`src/rtl/seg_decode_if.sv`:
```
// Two-digit signed 7-segment display bus: the encoder drives it, seg_decode observes it.
// All segment and anode lines are active-low.
interface seg_decode_if;
    logic [7:0] D1_seg;
    logic [7:0] D0_seg;
    logic [3:0] D1_a;
    logic [3:0] D0_a;

    modport master (output D1_seg, D0_seg, D1_a, D0_a);
    modport slave  (input  D1_seg, D0_seg, D1_a, D0_a);
endinterface

```
`src/rtl/seg_decode.sv`:
```
// Receive-side decoder for the signed two-digit display: debounces the bus, recovers the
// 4-bit two's-complement value and flags illegal patterns. SEG_DECODE_ERRCNT_EN adds err_cnt.
module seg_decode #(
    parameter int unsigned STABLE_CYCLES = 4
) (
    input  logic        clk,
    input  logic        reset,
    seg_decode_if.slave bus,
    output logic [3:0]  value,
    output logic        neg,
    output logic        valid,
    output logic        err,
    output logic        blank
`ifdef SEG_DECODE_ERRCNT_EN
    ,
    output logic [7:0]  err_cnt
`endif
);

    typedef enum logic [1:0] {ST_BLANK, ST_SETTLE, ST_LOCKED, ST_FAULT} state_t;

    localparam logic [7:0] STAB = 8'(STABLE_CYCLES);

    state_t      state_q, state_d;
    logic [23:0] in_q;
    logic [23:0] samp;
    logic [7:0]  cnt_q, cnt_d;
    logic [3:0]  value_q, value_d;
    logic        valid_q, valid_d;
    logic        err_q, err_d;
    logic        blank_q, blank_d;
    logic        have_q, have_d;
    logic        change;

    logic [3:0]  mag;
    logic        mag_ok, sgn_pos, sgn_neg, an_on, an_off, legal;
    logic [3:0]  dec_val;

    assign samp   = {bus.D1_a, bus.D0_a, bus.D1_seg, bus.D0_seg};
    // in_q holds the previous sample; the incoming sample is compared against it so the
    // decision lands on the edge that captures the STABLE_CYCLES-th repeat.
    assign change = (samp != in_q);
    assign cnt_d  = change ? 8'd0 : ((cnt_q == 8'hFF) ? 8'hFF : cnt_q + 8'd1);

    always_comb begin
        mag    = 4'd0;
        mag_ok = 1'b1;
        case (in_q[15:8])
            8'hC0:   mag = 4'd0;
            8'hF9:   mag = 4'd1;
            8'hA4:   mag = 4'd2;
            8'hB0:   mag = 4'd3;
            8'h99:   mag = 4'd4;
            8'h92:   mag = 4'd5;
            8'h82:   mag = 4'd6;
            8'hF8:   mag = 4'd7;
            8'h80:   mag = 4'd8;
            default: mag_ok = 1'b0;
        endcase
    end

    assign sgn_pos = (in_q[7:0] == 8'hFF);
    assign sgn_neg = (in_q[7:0] == 8'hDF);
    assign an_on   = (in_q[23:20] == 4'b1110) && (in_q[19:16] == 4'b1110);
    assign an_off  = (in_q[23:20] == 4'b1111) && (in_q[19:16] == 4'b1111);
    // +8 and -0 are never produced by the encoder.
    assign legal   = an_on && mag_ok &&
                     ((sgn_pos && mag != 4'd8) || (sgn_neg && mag != 4'd0));
    assign dec_val = sgn_neg ? (~mag + 4'd1) : mag;

    always_comb begin
        state_d = state_q;
        value_d = value_q;
        blank_d = blank_q;
        have_d  = have_q;
        valid_d = 1'b0;
        err_d   = 1'b0;
        if (change) begin
            state_d = ST_SETTLE;
        end else if (state_q == ST_SETTLE && cnt_d == STAB) begin
            if (an_off) begin
                state_d = ST_BLANK;
                blank_d = 1'b1;
                have_d  = 1'b0;
            end else if (legal) begin
                state_d = ST_LOCKED;
                blank_d = 1'b0;
                value_d = dec_val;
                valid_d = !have_q || (dec_val != value_q);
                have_d  = 1'b1;
            end else begin
                state_d = ST_FAULT;
                blank_d = 1'b0;
                err_d   = 1'b1;
            end
        end
    end

    always_ff @(posedge clk) begin
        if (reset) begin
            state_q <= ST_BLANK;
            in_q    <= 24'hFFFFFF;
            cnt_q   <= 8'd0;
            value_q <= 4'd0;
            valid_q <= 1'b0;
            err_q   <= 1'b0;
            blank_q <= 1'b1;
            have_q  <= 1'b0;
        end else begin
            state_q <= state_d;
            in_q    <= samp;
            cnt_q   <= cnt_d;
            value_q <= value_d;
            valid_q <= valid_d;
            err_q   <= err_d;
            blank_q <= blank_d;
            have_q  <= have_d;
        end
    end

    assign value = value_q;
    assign neg   = value_q[3];
    assign valid = valid_q;
    assign err   = err_q;
    assign blank = blank_q;

`ifdef SEG_DECODE_ERRCNT_EN
    logic [7:0] err_cnt_q;

    always_ff @(posedge clk) begin
        if (reset)
            err_cnt_q <= 8'd0;
        else if (err_d && err_cnt_q != 8'hFF)
            err_cnt_q <= err_cnt_q + 8'd1;
    end

    assign err_cnt = err_cnt_q;
`endif

endmodule

```
`src/flat_wrapper.sv`:
```
// flat-port wrapper written by rule: the top's interface ports become plain ports
module seg_decode_flat 
#(
    parameter int unsigned STABLE_CYCLES = 4
)
  (clk, reset, value, neg, valid, err, blank, bus_D1_seg, bus_D0_seg, bus_D1_a, bus_D0_a);
  seg_decode_if bus_i ();
  input  logic clk;
  input  logic reset;
  output logic [3:0] value;
  output logic neg;
  output logic valid;
  output logic err;
  output logic blank;
  input wire logic [$bits(bus_i.D1_seg)-1:0] bus_D1_seg;
  input wire logic [$bits(bus_i.D0_seg)-1:0] bus_D0_seg;
  input wire logic [$bits(bus_i.D1_a)-1:0] bus_D1_a;
  input wire logic [$bits(bus_i.D0_a)-1:0] bus_D0_a;
  assign bus_i.D1_seg = bus_D1_seg;
  assign bus_i.D0_seg = bus_D0_seg;
  assign bus_i.D1_a = bus_D1_a;
  assign bus_i.D0_a = bus_D0_a;
  seg_decode #(.STABLE_CYCLES(STABLE_CYCLES)) u_core (.clk(clk), .reset(reset), .bus(bus_i), .value(value), .neg(neg), .valid(valid), .err(err), .blank(blank));
endmodule
```
`config.mk`:
```
export PLATFORM = sky130hd
export DESIGN_NAME = seg_decode_flat
export DESIGN_NICKNAME = d
export VERILOG_FILES = /design/src/rtl/seg_decode_if.sv /design/src/rtl/seg_decode.sv /design/src/flat_wrapper.sv
export SDC_FILE = /design/constraint.sdc
export NUM_CORES = 1
export LEC_CHECK = 0
export CAP_MARGIN = 20
export CORE_MARGIN = 2
export CORE_UTILIZATION = 55
export CTS_CLUSTER_SIZE = 30
export DETAILED_ROUTE_END_ITERATION = 8
export GPL_TIMING_DRIVEN = 0
export HOLD_SLACK_MARGIN = 0.06
export PLACE_DENSITY = 0.81
export SYNTH_ARGS = -nofsm -noshare
export SYNTH_HDL_FRONTEND = slang
export SYNTH_SLANG_ARGS = --single-unit
export TNS_END_PERCENT = 10
```
`constraint.sdc`:
```
create_clock -name clk -period 3.93 [get_ports clk]
set_clock_uncertainty 0.05 [all_clocks]
set_input_delay 0.5895 -clock clk [delete_from_list [all_inputs] [get_ports clk]]
set_output_delay 0.5895 -clock clk [all_outputs]
set_load 0.005 [all_outputs]
```
# Yosys cells after proc, flatten, opt, wreduce, memory -nomap -nowiden
# Cells that the tools add are included.
# totals
ff_bits	42
latchBits	0
mem_bits_rw	0
mem_bits_ro	0
inputBits	26
output_inout_bits	8
elab_cells	70
memories	0
# classes
n_addsub	2
mul	0
n_div	0
magnitude_cmp	0
n_eq_ne	21
n_shift	0
muxes	13
bitwise	5
n_reduce_logical	20
# ops
op	n
8-bit == test (second input constant)	12
4-bit case mux with 8 select lines	1
24-bit != test	1
4-bit == test (second input constant)	4
8-bit 2-to-1 mux	2
9-bit OR reduction	1
8-bit by 1-bit adder with 8-bit output (second input constant)	1
8-bit by 3-bit == test with 1-bit output (second input constant)	1
1-bit 2-to-1 mux	8
1-bit logical AND	7
5-bit OR reduction	1
4-bit by 1-bit adder with 4-bit output (second input constant)	1
4-bit 2-to-1 mux	1
4-bit != test	1
4-bit != test (second input constant)	1
1-bit NOT	4
4-bit NOT	1
4-bit AND reduction	1
2-bit nonzero test	2
4-bit nonzero test	1
4-bit OR reduction	1
3-bit AND reduction	1
2-bit by 1-bit == test with 1-bit output (second input constant)	1
1-bit logical OR	2
other kinds (4)	4

# Logic depth before layout (Yosys ltp)
# Gate-level depths: netlist of run 1.
# logic_depth
ltp_word	10
mapped_depth	11

# Least setup slack after synthesis of run 1
# Ideal clock, no wire load.
# synth_timing
path_kind	register to register
from	register u_core.in_q[9]
to	register u_core.valid_q, in the netlist u_core.valid
arrival_ns	2.297
t_required_ns	3.744
path_slack_ns	1.447
path_stages_with_launch	12
synth_period_minus_slack_ns	2.483
cell_sequence	dfxtp_1 buf_2 and3b_1 o2111a_1 or2_2 inv_1 ha_1 or3_1 o31a_1 xor2_1 nor3_1 a311oi_1
# synth_between
elab_chain_cells	8
word_cells_on_any_way	31
cone_classes	add/sub: 1; eq/ne: 13; mux: 4; bitwise: 3; reduce/logical: 10
# synth_rtl
item	line_no	text
start: declaration	seg_decode.sv:25	logic [23:0] in_q;
start signal: assignment	seg_decode.sv:111	in_q <= samp;
parallel branches: the longest is 8 deep, another holds 4-bit by 1-bit adder with 4-bit output	-	
end signal: assignment	seg_decode.sv:114	valid_q <= valid_d;
end: declaration	seg_decode.sv:29	logic valid_q, valid_d;
# Parallel ways; which one is timed is not known.
# A chain may end at the register's enable or synchronous reset.

# Worst setup path in the final report of run 1
# layout_timing
from	input port bus_D0_seg[5]
to	register u_core.value_q[3], in the netlist u_core.value[3]
# layout_between
elab_chain_cells	5
word_cells_on_any_way	6
cone_classes	eq/ne: 2; mux: 1; bitwise: 1; reduce/logical: 2
# layout_rtl
item	line_no	text
start: declaration	flat_wrapper.sv:16	input wire logic [$bits(bus_i.D0_seg)-1:0] bus_D0_seg;
24-bit != test *	seg_decode.sv:42	assign change = (samp != in_q);
8-bit 2-to-1 mux	seg_decode.sv:43	assign cnt_d = change ? 8'd0 : ((cnt_q == 8'hFF) ? 8'hFF : cnt_q + 8'd1);
8-bit by 3-bit == test with 1-bit output	seg_decode.sv:80	end else if (state_q == ST_SETTLE && cnt_d == STAB) begin
1-bit logical AND	seg_decode.sv:80	
4-bit AND reduction (no source line) *	-	
end signal: assignment	seg_decode.sv:113	value_q <= value_d;
end: declaration	seg_decode.sv:28	logic [3:0] value_q, value_d;
# Mark *: on every way between the ends. The rest lies on a longest branch, timed or not.

==> results of run 1 <==
## cell usage in the layout, fill, tap and decap left out, types with 3 or more instances in the layout
cell	synthesis	routed
clkbuf_8	0	6
or3_1	4	4
nor4_1	7	7
dfxtp_1	42	42
or2_2	29	29
nor3_1	4	4
nand3_1	9	9
and3_1	5	5
nand2_1	9	9
a21oi_1	12	12
buf_2	4	4
inv_1	6	6
nand4_1	7	7
o21ai_0	5	5
clkdlybuf4s50_1	0	33
nor2_1	11	11
xnor2_1	7	7
nand2b_1	3	3
xor2_1	27	27
clkbuf_1	4	5
## area by class of cell
class                      count  share of cell area [%]
sequential                    42                    32.2
timing repair buffer          33                    12.6
buffer                        11                    2.49
tap                           48                    2.30
clock buffer                   7                    3.31
inverter                       6                   0.862
multi-input combinational    176                    46.0
clock inverter                 1                   0.192
## worst max-delay path, stage by stage
cell and delay [ns]:
clkdlybuf4s50_1 0.45, xor2_1 0.16, nor4_1 0.31, nand4_1 0.23, nor4b_1 0.79, o2111ai_1 0.35, mux2i_1 0.19
## power by group through the flow
stage          Combinational [mW]  Clock [mW]  Sequential, mW
2_1_floorplan              0.0529           0           0.457
3_5_place_dp               0.0942           0           0.460
6_report                   0.0948       0.282           0.450
5_1_grt                     0.104       0.308           0.452
4_1_cts                    0.0951       0.285           0.450
3_3_place_gp               0.0924           0           0.459
## routing by layer
layer	track usage, %	wire, um	vias to the layer above
met3	5.62	155	5
met1	29.3	2140	836
met5	0	0	-
met2	36.8	2010	42
li1	-	-	917
met4	5.87	37	0
## state kept, by name (all words and copies together) (netlist names)
signal	count
u_core.blank	1
u_core.cnt_q	8
u_core.err	1
u_core.have_q	1
u_core.in_q	24
u_core.state_q	2
u_core.valid	1
u_core.value	4
## worst paths after layout
path | from | to | slack [ns] | cells past startpoint
worst max-delay path | bus_D0_seg[5] | u_core.value[3]$_SDFFE_PP0P_ | 0.96 | 7
worst min-delay path | u_core.blank$_SDFFE_PP1P_ | u_core.blank$_SDFFE_PP1P_ | 0.41 | 1
worst max register to register | u_core.cnt_q[0]$_SDFF_PP0_ | u_core.value[3]$_SDFFE_PP0P_ | 1.16 | 7
worst min register to register | u_core.blank$_SDFFE_PP1P_ | u_core.blank$_SDFFE_PP1P_ | 0.41 | 1
## cells by family after synthesis
kind of cell    synth area share (%)
compound gates                  11.6
xor+xnor                        14.0
fa+ha+maj                       1.17
buf+inv                         4.11
flops                           39.5
mux                            0.940
simple gates                    28.7
==> flow_summary_export.csv, run 1 <==
group,metric,value,unit
floorplan,core_area,3690,sq um
synthesis,synth-edff-count,0,
synthesis,syn-cell-area,2130,sq um
clock_tree,cts_hold_buf,0,
cells_and_area,stdcell_area,2610,sq um
synthesis,yosys-top-cells-count,"dfxtp_1 (42), or2_2 (29), xor2_1 (27)",
synthesis,ys_ff_latch,42,
synthesis,yosys_warnings,0,
power_and_ir_drop,power_frac_seq,54.4,%
grt,grt_max_degree,13,
sta,setup_violations,0,
setup_path,worstSetupPathType,"input pin to flop",
clock_tree,root_buffer,"clkbuf_8",
place,placed_area,2520,sq um
sta,post-route-period-util,75.5,%
sta,slew_headroom,43.7,%
synthesis,syn-num-nets,263,
setup_path,end_kind,"flop",
clock_tree,post_cts_resized,0,
power_and_ir_drop,max-vdd-ir-drop,255,uV
sta,fin_ws,0.962,ns
synthesis,synth_top_flop_cell,"dfxtp_1",
grt,grt_first_pass_wirelength,7600,um
floorplan,die_h,66.2,um
synthesis,synth.area.top_cells,"dfxtp_1 (39%), xor2_1 (11%), or2_2 (8.5%)",
clock_tree,clkLatencyLatePin,0.29,ns
synthesis,post-synth-top-count-cell,"dfxtp_1",
cells_and_area,layout-drive-gt1-share,16.7,%
sta,hold_viol_final,0,
sta,fin_tns_setup,0,ns
grt,grt-ovfl-total,0,
hold_path,hold_path_class,"flop to flop",
grt,antenna_found_initial,0,
clock_tree,cts_sinks,42,
place,place_hpwl,3300,um
place,gp_congestion,0.867,
sta,fmax,0.337,GHz
synthesis,ys_seq_area_share,39.5,%
drt,wl_per_cell,13.4,um
sta,hold_slack,0.409,ns
place,place.port_buffers,33,
clock_tree,clock_path_buffers,2,
grt,track_usage,22.4,%
setup_path,startpoint_type,"input pin",
synthesis,synth_top_cell_by_area,"dfxtp_1",
power_and_ir_drop,p_clk_share,34.1,%
power_and_ir_drop,switching_share,23.4,%
drt,vias,1800,
sta,worst_pin_slew,0.833,ns
grt,first_global_vias,1669,
power_and_ir_drop,totalPowerFinal,0.827,mW
job,max_cap_violations,0,
clock_tree,post-cts-setup-buffers,0,
clock_tree,htree_levels,2,
power_and_ir_drop,p_leak,0.986,nW
setup_path,path_max_fanout,5,
cells_and_area,nNetsFinal,303,
power_and_ir_drop,comb_power_share,11.5,%
sta,slew_viol_final,0,
synthesis,yosysTopAreaCellShare,39.5,%
synthesis,synthArstFlopShare,0,%
synthesis,ys_types,46,
cells_and_area,num_antenna_cells,0,
floorplan,dieArea,4390,sq um
setup_path,critPathArrivalTime,3.09,ns
synthesis,syn_avg_cell_area,9.06,sq um
sta,grt_setup_unrepaired,"no",
drt,vias_per_cell,5.56,
outcome,outcome,"completed",
drt,wirelength,4340,um
place,dpl.cell_count,316,
clock_tree,cts_buffers,5,
cells_and_area,fillers,304,
drt,drc,0,
place,dpl_worst_slack,0.776,ns
clock_tree,tritoncts,"done",
drt,postRouteAntennaNets,0,
drt,initialDrtViolationCount,83,
cells_and_area,syn_to_final_growth,22.6,%
power_and_ir_drop,cellPowerDensity,317,nW/um^2
cells_and_area,finalNonFillerCells,324,
cells_and_area,multi_input_area,1200,sq um
floorplan,start_util,57.7,%
drt,dr.pass1.iters,4,
sta,final.min_clock_period,2.97,ns
setup_path,cp.required,4.05,ns
cells_and_area,final_util,70.8,%
cells_and_area,register_area,841,sq um
synthesis,syn_inst,235,
clock_tree,clk_pin_slew,0.08,ns
floorplan,pin_count,34,
floorplan,die_w,66.2,um
power_and_ir_drop,power_switching,0.194,mW
power_and_ir_drop,cell_internal_pwr,0.634,mW
floorplan,row_count,22,
Note: power is estimated with default switching activity, not from simulation.
==> run 2: changes to the inputs <==
--- a/config.mk
+++ b/config.mk
@@ -7,12 +7,12 @@
 export LEC_CHECK = 0
 export CAP_MARGIN = 20
 export CORE_MARGIN = 2
-export CORE_UTILIZATION = 55
+export CORE_UTILIZATION = 53
 export CTS_CLUSTER_SIZE = 30
 export DETAILED_ROUTE_END_ITERATION = 8
 export GPL_TIMING_DRIVEN = 0
 export HOLD_SLACK_MARGIN = 0.06
-export PLACE_DENSITY = 0.81
+export PLACE_DENSITY = 0.78
 export SYNTH_ARGS = -nofsm -noshare
 export SYNTH_HDL_FRONTEND = slang
 export SYNTH_SLANG_ARGS = --single-unit
==> constraint.sdc (replaced) <==
create_clock -name clk -period 2.8 [get_ports clk]
set_clock_uncertainty 0.05 [all_clocks]
set_input_delay 0.42 -clock clk [delete_from_list [all_inputs] [get_ports clk]]
set_output_delay 0.42 -clock clk [all_outputs]
set_load 0.005 [all_outputs]
==> flow_summary_export.csv, run 2 (synthesis results as in run 1) <==
group,metric,value,unit
drt,postRouteAntennaNets,0,
hold_path,hold_depth,1,
drt,drc,0,
drt,dr.pass1.iters,4,
hold_path,hold-path-endpoint,"u_core.blank$_SDFFE_PP1P_",
cells_and_area,largest_reg_flops,24,
grt,track_usage,21.1,%
setup_path,path_max_fanout,9,
sta,hold_viol_final,0,
place,place.port_buffers,33,
clock_tree,htree_levels,2,
clock_tree,cts_buffers,5,
grt,grt_max_degree,14,
place,placed_area,2520,sq um
hold_path,min-delay-start,"u_core.blank$_SDFFE_PP1P_",
setup_path,r2r_setup_slack,0.13,ns
cells_and_area,fillers,332,
sta,fmax,0.375,GHz
grt,first_global_vias,1647,
grt,antenna_found_initial,0,
cells_and_area,layout-drive-gt1-share,18.1,%
grt,grt-ovfl-total,0,
power_and_ir_drop,p_clk_share,34.2,%
hold_path,hold_path_class,"flop to flop",
power_and_ir_drop,comb_power_share,11.5,%
floorplan,pin_count,34,
sta,fin_ws,0.130,ns
place,gp_congestion,0.846,
setup_path,reg2reg_depth,11,
job,max_cap_violations,0,
place,place_hpwl,3280,um
sta,post-route-period-util,95.3,%
drt,wirelength,4310,um
outcome,outcome,"completed",
floorplan,die_h,67.4,um
drt,wl_per_cell,13.2,um
sta,slew_viol_final,0,
clock_tree,clock_path_buffers,2,
setup_path,r2r-start,"u_core.in_q[9]$_SDFF_PP1_",
power_and_ir_drop,switching_share,23.7,%
power_and_ir_drop,power_switching,0.276,mW
sta,setup_violations,0,
clock_tree,root_buffer,"clkbuf_8",
floorplan,row_count,23,
place,dpl.cell_count,318,
drt,initialDrtViolationCount,107,
cells_and_area,syn_to_final_growth,23.9,%
place,dpl_worst_slack,-0.158,ns
drt,vias,1815,
clock_tree,tritoncts,"done",
cells_and_area,final_common_cell,"dfxtp_1",
power_and_ir_drop,max-vdd-ir-drop,369,uV
sta,grt_setup_unrepaired,"no",
clock_tree,clk_pin_slew,0.08,ns
grt,grt_first_pass_wirelength,7290,um
setup_path,startpoint_type,"flop",
clock_tree,cts_hold_buf,0,
cells_and_area,top_register,"u_core.in_q",
setup_path,worstSetupPathType,"flop to flop",
power_and_ir_drop,power_frac_seq,54.3,%
setup_path,cp.required,2.91,ns
power_and_ir_drop,cell_internal_pwr,0.889,mW
clock_tree,post-cts-setup-buffers,0,
sta,final.min_clock_period,2.67,ns
cells_and_area,num_antenna_cells,0,
sta,worst_pin_slew,0.467,ns
drt,vias_per_cell,5.57,
floorplan,start_util,54.0,%
cells_and_area,finalNonFillerCells,326,
setup_path,timing.rr.end,"u_core.valid$_SDFF_PP0_",
clock_tree,cts_sinks,42,
setup_path,end_kind,"flop",
sta,slew_headroom,68.4,%
clock_tree,clkLatencyLatePin,0.29,ns
power_and_ir_drop,p_leak,0.987,nW
cells_and_area,nNetsFinal,303,
setup_path,critPathArrivalTime,2.78,ns
power_and_ir_drop,cellPowerDensity,442,nW/um^2
cells_and_area,mostFrequentLayoutCells,"dfxtp_1 (42), clkdlybuf4s50_1 (33), or2_2 (29)",
floorplan,die_w,67.4,um
cells_and_area,stdcell_area,2640,sq um
floorplan,core_area,3940,sq um
floorplan,dieArea,4540,sq um
-- run 2: how the worst max path moves through the flow --
stage	startpoint	to	slack [ns]	depth (start not counted)
3_3_place_gp	bus_D1_a[3]	u_core.value[3]$_SDFFE_PP0P_	-0.18	7
6_report	u_core.in_q[9]$_SDFF_PP1_	u_core.valid$_SDFF_PP0_	0.13	11
3_5_place_dp	bus_D1_a[3]	u_core.value[3]$_SDFFE_PP0P_	-0.16	7
5_1_grt	u_core.in_q[9]$_SDFF_PP1_	u_core.valid$_SDFF_PP0_	0.02	11
4_1_cts	u_core.cnt_q[0]$_SDFF_PP0_	u_core.value[3]$_SDFFE_PP0P_	0.08	7
2_1_floorplan	u_core.in_q[9]$_SDFF_PP1_	u_core.valid$_SDFF_PP0_	0.32	11
-- run 2: per-layer routing --
layer | track usage, % | part of all wire [%] | vias up
met5 | 0 | 0 | -
met4 | 7.91 | 1.7 | 0
met3 | 3.50 | 3.2 | 9
met2 | 35.0 | 46 | 43
met1 | 27.4 | 49 | 847
li1 | - | - | 916
-- run 2: final cells by class --
class | count | area, sq um | area share (%)
Buffer | 11 | 67.6 | 2.56
Clock buffer | 6 | 82.6 | 3.13
Multi-Input combinational cell | 176 | 1220 | 46.2
Tap cell | 50 | 62.6 | 2.37
Timing Repair Buffer | 33 | 330 | 12.5
Clock inverter | 2 | 12.5 | 0.474
Inverter | 6 | 22.5 | 0.853
Sequential cell | 42 | 841 | 31.9
-- run 2: critical path, stage by stage (launching register included) --
cell and delay, ns:
dfxtp_1 0.31, clkbuf_4 0.18, and3b_1 0.18, o2111a_1 0.26
or2_2 0.32, inv_1 0.09, ha_1 0.22, or3_1 0.36
o31a_1 0.14, xor2_1 0.15, nor3_1 0.19, a311oi_1 0.11
-- run 2: repair_timing --
item                                    CTS  global route
endpoints found under the setup margin    0             5
hold endpoints to repair                  0             0
resized for setup                         0             4
-- run 2: power groups by stage --
stage	clock, mW	sequential (mW)	combinational (mW)
floorplan	0	0.642	0.0742
global placement	0	0.645	0.130
detailed placement	0	0.646	0.132
CTS	0.407	0.632	0.133
global route	0.434	0.635	0.148
finish	0.399	0.632	0.134
-- run 2: per-stage QoR --
stage / util [%] / power [mW] / setup TNS, ns / hold WS (ns)
6_report: 66.9 / 1.17 / 0 / 0.409
5_1_grt: 66.9 / 1.22 / 0 / 0.443
4_1_cts: 66.4 / 1.17 / 0 / 0.412
3_5_place_dp: 64.0 / 0.777 / -0.437 / 0.393
3_3_place_gp: 64.0 / 0.775 / -0.458 / 0.396
2_1_floorplan: - / 0.716 / 0 / 0.383
==> run 3: changes to the inputs <==
==> constraint.sdc (replaced) <==
create_clock -name clk -period 2.6 [get_ports clk]
set_clock_uncertainty 0.05 [all_clocks]
set_input_delay 0.39 -clock clk [delete_from_list [all_inputs] [get_ports clk]]
set_output_delay 0.39 -clock clk [all_outputs]
set_load 0.005 [all_outputs]
==> flow_summary_export.csv, run 3 (synthesis results as in run 1) <==
group,metric,value,unit
outcome,outcome,"completed",
grt,first_global_vias,1651,
power_and_ir_drop,p_leak,1.08,nW
place,gp_congestion,0.846,
drt,dr.pass1.iters,4,
floorplan,start_util,54.0,%
clock_tree,cts_sinks,42,
place,placed_area,2520,sq um
floorplan,dieArea,4540,sq um
setup_path,cpPeakStageDelay,0.44,ns
setup_path,end_kind,"flop",
grt,use_met3,3.50,%
hold_path,hold-path-endpoint,"u_core.have_q$_SDFFE_PP0P_",
cells_and_area,nNetsFinal,316,
power_and_ir_drop,cellPowerDensity,453,nW/um^2
floorplan,core_area,3940,sq um
place,place_hpwl,3280,um
clock_tree,root_buffer,"clkbuf_8",
drt,postRouteAntennaNets,0,
grt,grt.busiest_layer,"met2",
grt,met2_usage,34.8,%
floorplan,pin_count,34,
sta,grt_setup_unrepaired,"yes",
grt,antenna_found_initial,0,
place,dpl.cell_count,318,
cells_and_area,top_register,"u_core.in_q",
cells_and_area,largest_reg_flops,24,
clock_tree,clkLatencyLatePin,0.29,ns
sta,hold_viol_final,0,
floorplan,die_w,67.4,um
hold_path,hold_depth,2,
drt,initialDrtViolationCount,86,
grt,grt_max_degree,14,
floorplan,die_h,67.4,um
power_and_ir_drop,totalPowerFinal,1.27,mW
clock_tree,clock_path_buffers,2,
setup_path,cp.required,2.76,ns
cells_and_area,final_common_cell,"dfxtp_1",
cells_and_area,num_antenna_cells,0,
setup_path,r2r_setup_slack,0.06,ns
sta,slew_viol_final,0,
setup_path,cp_slowest_cell,"clkdlybuf4s50_1",
hold_path,min-delay-start,"u_core.have_q$_SDFFE_PP0P_",
clock_tree,tritoncts,"done",
cells_and_area,mostFrequentLayoutCells,"dfxtp_1 (38), clkdlybuf4s50_1 (33), or2_2 (28)",
hold_path,hold_path_class,"flop to flop",
power_and_ir_drop,max-vdd-ir-drop,401,uV
clock_tree,clk_pin_slew,0.08,ns
sta,post-route-period-util,98.1,%
cells_and_area,finalNonFillerCells,339,
grt,grt-ovfl-total,0,
drt,wl_per_cell,13.8,um
sta,fmax,0.392,GHz
drt,wirelength,4680,um
sta,setup_violations,0,
setup_path,r2r-start,"u_core.in_q[13]$_SDFF_PP1_",
clock_tree,cts_buffers,5,
cells_and_area,fillers,311,
place,place.port_buffers,33,
cells_and_area,syn_to_final_growth,31.6,%
cells_and_area,layout-drive-gt1-share,24.9,%
drt,vias_per_cell,5.58,
sta,fin_tns_setup,0,ns
sta,worst_pin_slew,0.555,ns
cells_and_area,stdcell_area,2800,sq um
setup_path,reg2reg_depth,11,
sta,final.min_clock_period,2.55,ns
setup_path,timing.rr.end,"u_core.valid$_SDFF_PP0_",
sta,hold_slack,0.408,ns
floorplan,row_count,23,
setup_path,worstSetupPathType,"input pin to flop",
grt,met1_usage,28.2,%
setup_path,cp_cell_sequence,"clkdlybuf4s50_1, xor2_1, nor4_1, nand4_1, or3_1, buf_6, or3b_1, a311oi_2",
drt,vias,1890,
sta,slew_headroom,63.0,%
grt,track_usage,21.3,%
drt,drc,0,
job,max_cap_violations,0,
setup_path,critPathArrivalTime,2.71,ns
setup_path,path_max_fanout,10,
grt,grt_first_pass_wirelength,7360,um
setup_path,startpoint_type,"input pin",
clock_tree,htree_levels,2,
[run 3: cell types whose count changed in the layout (fill, tap and decap cells not counted), sizes merged]
| cell | previous run | this run |
|---|---|---|
| buf | 6 | 20 |
| clkbuf | 11 | 10 |
[run 3: repair_timing]
action | CTS | global route
hold endpoints to repair | 0 | 0
gates resized for setup | 5 | 18
hold buffers | 0 | 0
buffers inserted | 0 | 13
endpoints found under the setup margin | 3 | 6
pin swaps | 0 | 10
[run 3: final cells by class]
| type | instances | area (sq um) | share of cell area [%] |
|---|---|---|---|
| plain buffers | 11 | 80.1 | 2.86 |
| clock buffers | 6 | 82.6 | 2.95 |
| clock inverters | 2 | 12.5 | 0.446 |
| inverters | 6 | 22.5 | 0.804 |
| multi-input cells | 176 | 1270 | 45.2 |
| flip-flops and latches | 42 | 848 | 30.3 |
| well taps | 50 | 62.6 | 2.23 |
| repair buffers | 46 | 428 | 15.3 |
[run 3: power breakdown]
group	leakage [nW]	total [mW]	switching (mW)	internal, mW
Clock	0.0472	0.430	0.217	0.213
Sequential	0.345	0.681	0.0174	0.664
Combinational	0.688	0.159	0.0695	0.0899
Total	1.08	1.27	0.304	0.967
[run 3: worst max path at each step]
stage | slack [ns] | from | cells after the start | endpoint
finish | 0.05 | bus_D0_seg[2] | 8 | u_core.valid$_SDFF_PP0_
global route | -0.05 | bus_D0_seg[0] | 8 | u_core.valid$_SDFF_PP0_
CTS | 0.0005 | u_core.in_q[12]$_SDFF_PP1_ | 10 | u_core.valid$_SDFF_PP0_
detailed placement | -0.33 | bus_D1_a[3] | 7 | u_core.value[3]$_SDFFE_PP0P_
global placement | -0.35 | bus_D1_a[3] | 7 | u_core.value[3]$_SDFFE_PP0P_
floorplan | 0.12 | u_core.in_q[9]$_SDFF_PP1_ | 11 | u_core.valid$_SDFF_PP0_
[run 3: per-stage QoR]
stage	setup WS, ns	util [%]
3_3_place_gp	-0.354	64.0
2_1_floorplan	0.117	-
3_5_place_dp	-0.328	64.0
6_report	0.0499	71.1
4_1_cts	0.000470	67.0
5_1_grt	-0.0510	71.1
[run 3: worst max-delay path: cells and delay by family]
kind,cells,cell delay [ns]
simple gates,4,1.33
buf+inv,2,0.59
xor+xnor,1,0.16
compound gates,1,0.23
[run 3: per-layer routing]
metal | wire length (um) | up-vias
met5 | 0 | -
met4 | 93 | 0
met3 | 154 | 10
met2 | 2230 | 51
met1 | 2200 | 883
li1 | - | 946
